## config.mk

```make
export PLATFORM = sky130hd
export DESIGN_NAME = btn_conditioner
export DESIGN_NICKNAME = d
export VERILOG_FILES = /design/src/rtl/pz_pkg.sv /design/src/rtl/btn_debounce_ch.sv /design/src/rtl/btn_conditioner.sv
export SDC_FILE = /design/constraint.sdc
export NUM_CORES = 1
export LEC_CHECK = 0
export CORE_ASPECT_RATIO = 0.9
export CORE_UTILIZATION = 55
export DETAILED_ROUTE_END_ITERATION = 10
export GPL_ROUTABILITY_DRIVEN = 0
export PLACE_DENSITY = 0.75
export SKIP_CTS_REPAIR_TIMING = 1
export SLEW_MARGIN = 40
export SYNTH_ARGS = -nofsm -noshare
export SYNTH_HDL_FRONTEND = slang
export SYNTH_HIERARCHICAL = 1
export SYNTH_SLANG_ARGS = --single-unit
```

## constraint.sdc

```tcl
create_clock -name clk -period 2.9 [get_ports clk]
set_clock_uncertainty 0.15 [all_clocks]
set_input_delay 0.58 -clock clk [delete_from_list [all_inputs] [get_ports clk]]
set_output_delay 0.58 -clock clk [all_outputs]
set_load 0.02 [all_outputs]
```

## src/rtl/pz_pkg.sv

```systemverilog
// Shared push-button/zombie game definitions: button count, id width and
// the button index enum used by the conditioner and the hit detector.
package pz_pkg;

  localparam int unsigned N_BTN    = 3;
  localparam int unsigned BTN_ID_W = 2;

  typedef enum logic [BTN_ID_W-1:0] {
    BTN1 = 2'd0,
    BTN2 = 2'd1,
    BTN3 = 2'd2
  } btn_id_t;

endpackage

```

## src/rtl/btn_debounce_ch.sv

```systemverilog
// One button channel: polarity correction, synchroniser, consecutive-sample
// debounce counter, debounced level and en-gated press/release pulses.
module btn_debounce_ch #(
  parameter int unsigned SYNC_STAGES     = 2,
  parameter int unsigned DEBOUNCE_CYCLES = 50000,
  parameter bit          ACTIVE_LOW      = 1'b0
) (
  input  logic clk,
  input  logic rst,
  input  logic btn_raw,
  input  logic en,
  output logic btn_level,
  output logic btn_press,
  output logic btn_release,
  output logic press_evt
);

  localparam int unsigned      CNT_W   = $clog2(DEBOUNCE_CYCLES);
  localparam logic [CNT_W-1:0] CNT_MAX = CNT_W'(DEBOUNCE_CYCLES - 1);

  logic                   p;
  logic                   s;
  logic [SYNC_STAGES-1:0] sync_q, sync_d;
  logic [CNT_W-1:0]       cnt_q, cnt_d;
  logic                   level_q, level_d;
  logic                   press_q, press_d;
  logic                   release_q, release_d;

  assign p = btn_raw ^ ACTIVE_LOW;
  assign s = sync_q[SYNC_STAGES-1];

  always_comb begin
    sync_d    = {sync_q[SYNC_STAGES-2:0], p};
    cnt_d     = cnt_q;
    level_d   = level_q;
    press_d   = 1'b0;
    release_d = 1'b0;
    if (s == level_q) begin
      cnt_d = '0;
    end else if (cnt_q == CNT_MAX) begin
      // Level and pulse are committed on the same edge; en only masks the pulse.
      level_d   = s;
      cnt_d     = '0;
      press_d   = en & s;
      release_d = en & ~s;
    end else begin
      cnt_d = cnt_q + 1'b1;
    end
  end

  always_ff @(posedge clk) begin
    if (rst) begin
      sync_q    <= '0;
      cnt_q     <= '0;
      level_q   <= 1'b0;
      press_q   <= 1'b0;
      release_q <= 1'b0;
    end else begin
      sync_q    <= sync_d;
      cnt_q     <= cnt_d;
      level_q   <= level_d;
      press_q   <= press_d;
      release_q <= release_d;
    end
  end

  assign btn_level   = level_q;
  assign btn_press   = press_q;
  assign btn_release = release_q;
  // Pre-register press so the arbiter can register on the same edge.
  assign press_evt   = press_d;

endmodule

```

## src/rtl/btn_conditioner.sv

```systemverilog
// Three-channel button conditioner: per-channel debounce instances plus a
// registered press arbiter (valid, lowest index, simultaneous flag).
module btn_conditioner #(
  parameter int unsigned N_BTN           = pz_pkg::N_BTN,
  parameter int unsigned SYNC_STAGES     = 2,
  parameter int unsigned DEBOUNCE_CYCLES = 50000,
  parameter bit          ACTIVE_LOW      = 1'b0
) (
  input  logic                         clk,
  input  logic                         rst,
  input  logic [N_BTN-1:0]             btn_raw,
  input  logic                         en,
  output logic [N_BTN-1:0]             btn_level,
  output logic [N_BTN-1:0]             btn_press,
  output logic [N_BTN-1:0]             btn_release,
  output logic                         press_valid,
  output logic [pz_pkg::BTN_ID_W-1:0]  press_id,
  output logic                         multi_press
);

  import pz_pkg::*;

  logic [N_BTN-1:0]    press_evt;
  logic                press_valid_q, press_valid_d;
  logic [BTN_ID_W-1:0] press_id_q, press_id_d;
  logic                multi_press_q, multi_press_d;

  for (genvar g = 0; g < N_BTN; g++) begin : g_ch
    btn_debounce_ch #(
      .SYNC_STAGES     (SYNC_STAGES),
      .DEBOUNCE_CYCLES (DEBOUNCE_CYCLES),
      .ACTIVE_LOW      (ACTIVE_LOW)
    ) u_ch (
      .clk         (clk),
      .rst         (rst),
      .btn_raw     (btn_raw[g]),
      .en          (en),
      .btn_level   (btn_level[g]),
      .btn_press   (btn_press[g]),
      .btn_release (btn_release[g]),
      .press_evt   (press_evt[g])
    );
  end

  always_comb begin
    logic found;
    found         = 1'b0;
    press_valid_d = |press_evt;
    press_id_d    = '0;
    multi_press_d = ($countones(press_evt) > 1);
    for (int unsigned i = 0; i < N_BTN; i++) begin
      if (press_evt[i] && !found) begin
        press_id_d = BTN_ID_W'(i);
        found      = 1'b1;
      end
    end
  end

  always_ff @(posedge clk) begin
    if (rst) begin
      press_valid_q <= 1'b0;
      press_id_q    <= '0;
      multi_press_q <= 1'b0;
    end else begin
      press_valid_q <= press_valid_d;
      press_id_q    <= press_id_d;
      multi_press_q <= multi_press_d;
    end
  end

  assign press_valid = press_valid_q;
  assign press_id    = press_id_q;
  assign multi_press = multi_press_q;

endmodule

```

==> flow_summary.toml, run 1 <==
[run_status]
status = "complete, no violations"

[min_path]
hold_path.class = "reg2reg"

[detailed_routing]
wl_met1_mm = 2.27
drt-vias-per-instance = 5.14
wl_mm = 4.49
drtIter0Drc = 59
wl_met2_mm = 2.01
drcViolationCount = 0
drtAntennaViolNets = 0
wl_per_cell_um = 11.5
dr.max_layer_used = "met4"
vias = 2011
dr.pass1.iters = 4
wl_met3_um = 186

[setup_path]
reg2reg_from = "g_ch[0].u_ch/cnt_q[10]"
cp.required_ns = 2.97
rrSetupSlack_ns = 0.45
rr_endpoint = "multi_press"
start_kind = "register"
end_kind = "register"
path_class = "reg2reg"
rr_worst_depth = 7
worst_ep_arrival_time_ns = 2.52
crit_start = "g_ch[0].u_ch/cnt_q[10]"
worstPathMaxFanout = 4
endpoint = "multi_press"

[sta]
slew_violations = 0
fin_setup_tns_ns = 0
hold_viol = 0
layout_min_cycle_time_ns = 2.45
slew_headroom_pct = 68.6
tightest_slew_ns = 0.469
max_clock_freq_mhz = 408
rsz0062_at_grt = "false"
finalCritPeriodShare_pct = 84.6
setup_violations = 0

[global_routing]
grt_pass1_wl_mm = 7.92
antenna_found_initial = 0
grt_pass1_vias = 1852
grtUsageTotal_pct = 18.9
overflow = 0
grt_start_max_net_pins = 17

[cells_and_area]
drive_above_1_share_pct = 7.36
syn2layout_area_growth_pct = 17.5
nFillCells = 378
diodes = 0
nNetsFinal = 331
regArea_um2 = 1340
multi_input_area_um2 = 1340
final_cells = 391

[synthesis]
synth.avg_cell_area_um2 = 9.42
synth-async-reset-ratio_pct = 0
dominantRegCellSynth = "dfxtp_1"
syn_inst = 293
ys_types = 22
synth_nets = 303
yosysSeqAreaShare_pct = 48.6
synth-edff-count = 0
ys_ff_latch = 67
synth_area_um2 = 2760
synthTopCellsByArea = "dfxtp_1 (49%), xnor2_1 (12%), nor2_1 (9.2%), nor3_1 (2.9%), nand3_1 (2.7%)"
synth_top_area_share_pct = 48.6
yosysTopAreaCell = "dfxtp_1"
synth_warnings = 6

[cts]
cts.path.max_buffers = 2
cts_buffers = 9
tritoncts = "built"
cts-root-buf = "clkbuf_8"
cts.sinks = 67
clk_pin_slew_ns = 0.07
htree_levels = 3
clkLatencyLatePin_ns = 0.33

[floorplanning]
core_um2 = 4830
num_rows = 24
die-height_um = 69.2
initial_core_util_pct = 57.1
pin_count = 19
die-area_um2 = 5310
die_w_um = 76.7

[placement]
portBuffers = 18
hpwl_mm = 3.06
dp_cells = 375

[power]
powerDensity_nw_per_um2 = 576
ir_worst_vdd_mv = 0.409
power_leakage_nw = 0.976

[flow_run]
max_cap_violations = 0
-- cell usage after synthesis (6+ instances only) --
master	n
dfxtp_1	67
xnor2_1	39
nand4_1	9
nor4_1	12
nor2b_1	6
or4b_1	6
nor3_1	16
nand2_1	12
nand3_1	15
nand2b_1	6
inv_1	12
nor2_1	68
-- cell families after synthesis --
family	share of synthesized area, %
adders and majority gates	1.81
AOI/OAI and AO/OA	2.09
and+or+nand+nor	30.2
DFF	48.6
muxes	1.09
xor gates and xnor gates	13.3
buffers and inverters	2.86
-- worst max-delay path: stages, from the launching register on --
cell and delay (ns):
dfxtp_1 0.34, or4b_1 0.59, nor4_4 0.38, nand2_1 0.14
nor2_1 0.27, ha_1 0.29, a21oi_1 0.14, nor2_1 0.05
-- per-stage QoR --
step / worst slack, ns / utilization (%) / hold slack, ns / area, µm² / power, W
after CTS: 0.443 / 67.1 / 0.293 / 3240 / 0.00189
after floorplan: 0.643 / - / 0.264 / 2760 / 0.000962
after detailed placement: 0.494 / 62.1 / 0.277 / 3000 / 0.000976
final: 0.448 / 67.1 / 0.287 / 3240 / 0.00187
after global placement: 0.544 / 62.1 / 0.271 / 3000 / 0.000976
after global routing: 0.316 / 67.1 / 0.313 / 3240 / 0.00194
-- state kept, by name (all words and copies together), names as in the netlist --
| signal | flops |
|---|---|
| g_ch.u_ch/btn_release | 3 |
| press_id | 2 |
| g_ch.u_ch/cnt_q | 48 |
| g_ch.u_ch/sync_q | 6 |
| press_valid | 1 |
| multi_press | 1 |
| g_ch.u_ch/btn_press | 3 |
| g_ch.u_ch/btn_level | 3 |
-- area by class of cell --
class | instances | share of cell area [%]
clock inverters | 5 | 3.09
flip-flops and latches | 67 | 41.3
multi-input cells | 211 | 41.3
well taps | 65 | 2.51
clock buffers | 11 | 4.36
repair buffers | 20 | 6.02
inverters | 12 | 1.39
-- cells in the final DEF (no fill, tap or decap), drive strengths merged --
cell type	Yosys	routed
a211o	3	3
a21oi	1	1
buf	3	2
bufinv	0	3
clkbuf	0	11
clkdlybuf4s50	0	18
clkinv	0	2
dfxtp	67	67
ha	4	4
inv	12	12
mux2i	3	3
nand2	12	12
nand2b	6	6
nand3	15	15
nand4	9	9
nand4b	3	3
nor2	68	68
nor2b	6	6
nor3	16	16
nor3b	1	1
nor4	15	15
nor4b	1	1
or4b	6	6
xnor2	39	39
xor2	3	3
-- how the worst min path moves through the flow --
| stage | from | to | cells past startpoint |
|---|---|---|---|
| floorplan | g_ch[0].u_ch/sync_q[0] | g_ch[0].u_ch/sync_q[1] | 1 |
| global placement | g_ch[0].u_ch/sync_q[0] | g_ch[0].u_ch/sync_q[1] | 1 |
| detailed placement | g_ch[2].u_ch/sync_q[0] | g_ch[2].u_ch/sync_q[1] | 1 |
| CTS | g_ch[2].u_ch/sync_q[0] | g_ch[2].u_ch/sync_q[1] | 1 |
| global route | g_ch[2].u_ch/sync_q[0] | g_ch[2].u_ch/sync_q[1] | 1 |
| finish | g_ch[2].u_ch/sync_q[0] | g_ch[2].u_ch/sync_q[1] | 1 |
-- routing by layer --
metal / vias to the layer above / GRT usage, %
li1: 1051 / -
met1: 923 / 23.4
met2: 33 / 29.4
met3: 4 / 7.37
met4: 0 / 7.91
met5: - / 0
-- report_power, final --
group | internal [W] | switching, W
clock network | 0.000592 | 0.000321
registers | 0.000925 | 0.00000286
logic | 0.0000126 | 0.0000143
total | 0.00153 | 0.000338
(Power assumes the default switching activity.)
==> inputs of run 2 (changes only) <==
- clock period: 2.9 -> 2.55 ns (I/O delays scaled with it)
==> flow_summary.toml, run 2 (synthesized netlist as in run 1, its figures left out) <==
[cells_and_area]
final_common_cell = "nor2_1"
largest_register = "g_ch.u_ch/cnt_q"
final_core_util_pct = 66.1
final_cell_mix = "nor2_1 (68), dfxtp_1 (67), xnor2_1 (39), clkdlybuf4s50_1 (18), nor3_1 (16)"
diodes = 0
reg.largest.list = "g_ch.u_ch/cnt_q (48), g_ch.u_ch/sync_q (6)"
largest_reg_flops = 48
syn2layout_area_growth_pct = 15.9
nFillCells = 412
nNetsFinal = 334
final_cells = 394
drive_above_1_share_pct = 7.60

[cts]
cts.sinks = 67
clkLatencyLatePin_ns = 0.33
cts-root-buf = "clkbuf_8"
tritoncts = "built"
cts.path.max_buffers = 2
cts_buffers = 9
htree_levels = 3
clk_pin_slew_ns = 0.07

[global_routing]
antenna_found_initial = 0
grtUsageTotal_pct = 19.5
grt_start_max_net_pins = 17
grt_pass1_wl_mm = 8.14
overflow = 0
grt_pass1_vias = 1878

[detailed_routing]
wl_met1_mm = 2.27
drtIter0Drc = 90
dr.pass1.iters = 4
drcViolationCount = 0
wl_per_cell_um = 11.5
wl_met2_mm = 2.05
drt-vias-per-instance = 5.08
vias = 2000
dr.max_layer_used = "met4"
drtAntennaViolNets = 0
wl_met3_um = 184
wl_mm = 4.55

[placement]
dp_cells = 378
dp_slack_ns = 0.273
portBuffers = 18
hpwl_mm = 3.10

[setup_path]
worstPathMaxFanout = 4
path_class = "reg2reg"
max_stage_delay_ns = 0.57
cpMostUsedCell = "nor2_1"
critPathBufInv = 0
start_kind = "register"
end_kind = "register"
crit_family = "simple AND/OR/NAND/NOR gates"
cp.required_ns = 2.61
path_cells = "or4b_1 -> nor4_4 -> nand2_1 -> nor2_1 -> ha_1 -> a21oi_1 -> nor2_1"
crit_path_top_delay_cell = "or4b_1"
worst_ep_arrival_time_ns = 2.36

[flow_run]
max_cap_violations = 0

[sta]
fin_setup_tns_ns = 0
setup_violations = 0
finalCritPeriodShare_pct = 90.0
slew_violations = 0
rsz0062_at_grt = "false"
setup_ws_ns = 0.254
hold_viol = 0
slew_headroom_pct = 68.4
max_clock_freq_mhz = 436
tightest_slew_ns = 0.472
layout_min_cycle_time_ns = 2.30

[power]
powerDensity_nw_per_um2 = 575
power_leakage_nw = 0.957
ir_worst_vdd_mv = 0.311

[floorplanning]
num_rows = 24
core_um2 = 4830
initial_core_util_pct = 57.1
die-height_um = 69.2
die_w_um = 76.7
die-area_um2 = 5310
pin_count = 19

[run_status]
status = "complete, no violations"

[min_path]
hold_path.class = "reg2reg"
## run 2: changes by cell type in the layout (fill, tap and decap cells not counted)
cell	delta
buf_4	+3
bufinv_16	-3
clkbuf_1	+2
clkbuf_8	+1
## run 2: worst paths after layout
| check | depth (start not counted) | slack, ns | to | startpoint |
|---|---|---|---|---|
| setup reg to reg | 7 | 0.25 | multi_press | g_ch[2].u_ch/cnt_q[10] |
| setup / recovery | 7 | 0.25 | multi_press | g_ch[2].u_ch/cnt_q[10] |
| hold reg to reg | 1 | 0.29 | g_ch[2].u_ch/sync_q[1] | g_ch[2].u_ch/sync_q[0] |
| hold / removal | 1 | 0.29 | g_ch[2].u_ch/sync_q[1] | g_ch[2].u_ch/sync_q[0] |
## run 2: final cells by class
cell class                      instances  area (µm²)  share of cell area, %
Inverter                               12        45.0                   1.41
Tap cell                               65        81.3                   2.54
Sequential cell                        67        1340                   41.9
Clock buffer                           14         163                   5.09
Clock inverter                          2        10.0                  0.313
Timing Repair Buffer                   23         218                   6.81
Multi-Input combinational cell        211        1340                   41.9
## run 2: through the flow
step | cell area [µm²] | hold slack (ns) | total power, W
after floorplan | 2760 | 0.264 | 0.00109
after CTS | 3200 | 0.297 | 0.00186
after detailed placement | 3030 | 0.280 | 0.00111
final | 3200 | 0.292 | 0.00184
after global placement | 3030 | 0.269 | 0.00111
after global routing | 3200 | 0.301 | 0.00193
## run 2: power breakdown
group	leakage (nW)	switching (W)	internal (W)
clock	0.0905	0.000348	0.000404
combinational	0.325	0.0000162	0.0000143
sequential	0.541	0.00000338	0.00105
total	0.957	0.000367	0.00147
## run 2: metal layers
layer / vias up / global-route usage (%)
met1: 898 / 24.8
met2: 39 / 29.6
met5: - / 0
met4: 0 / 11.1
met3: 5 / 5.79
li1: 1058 / -
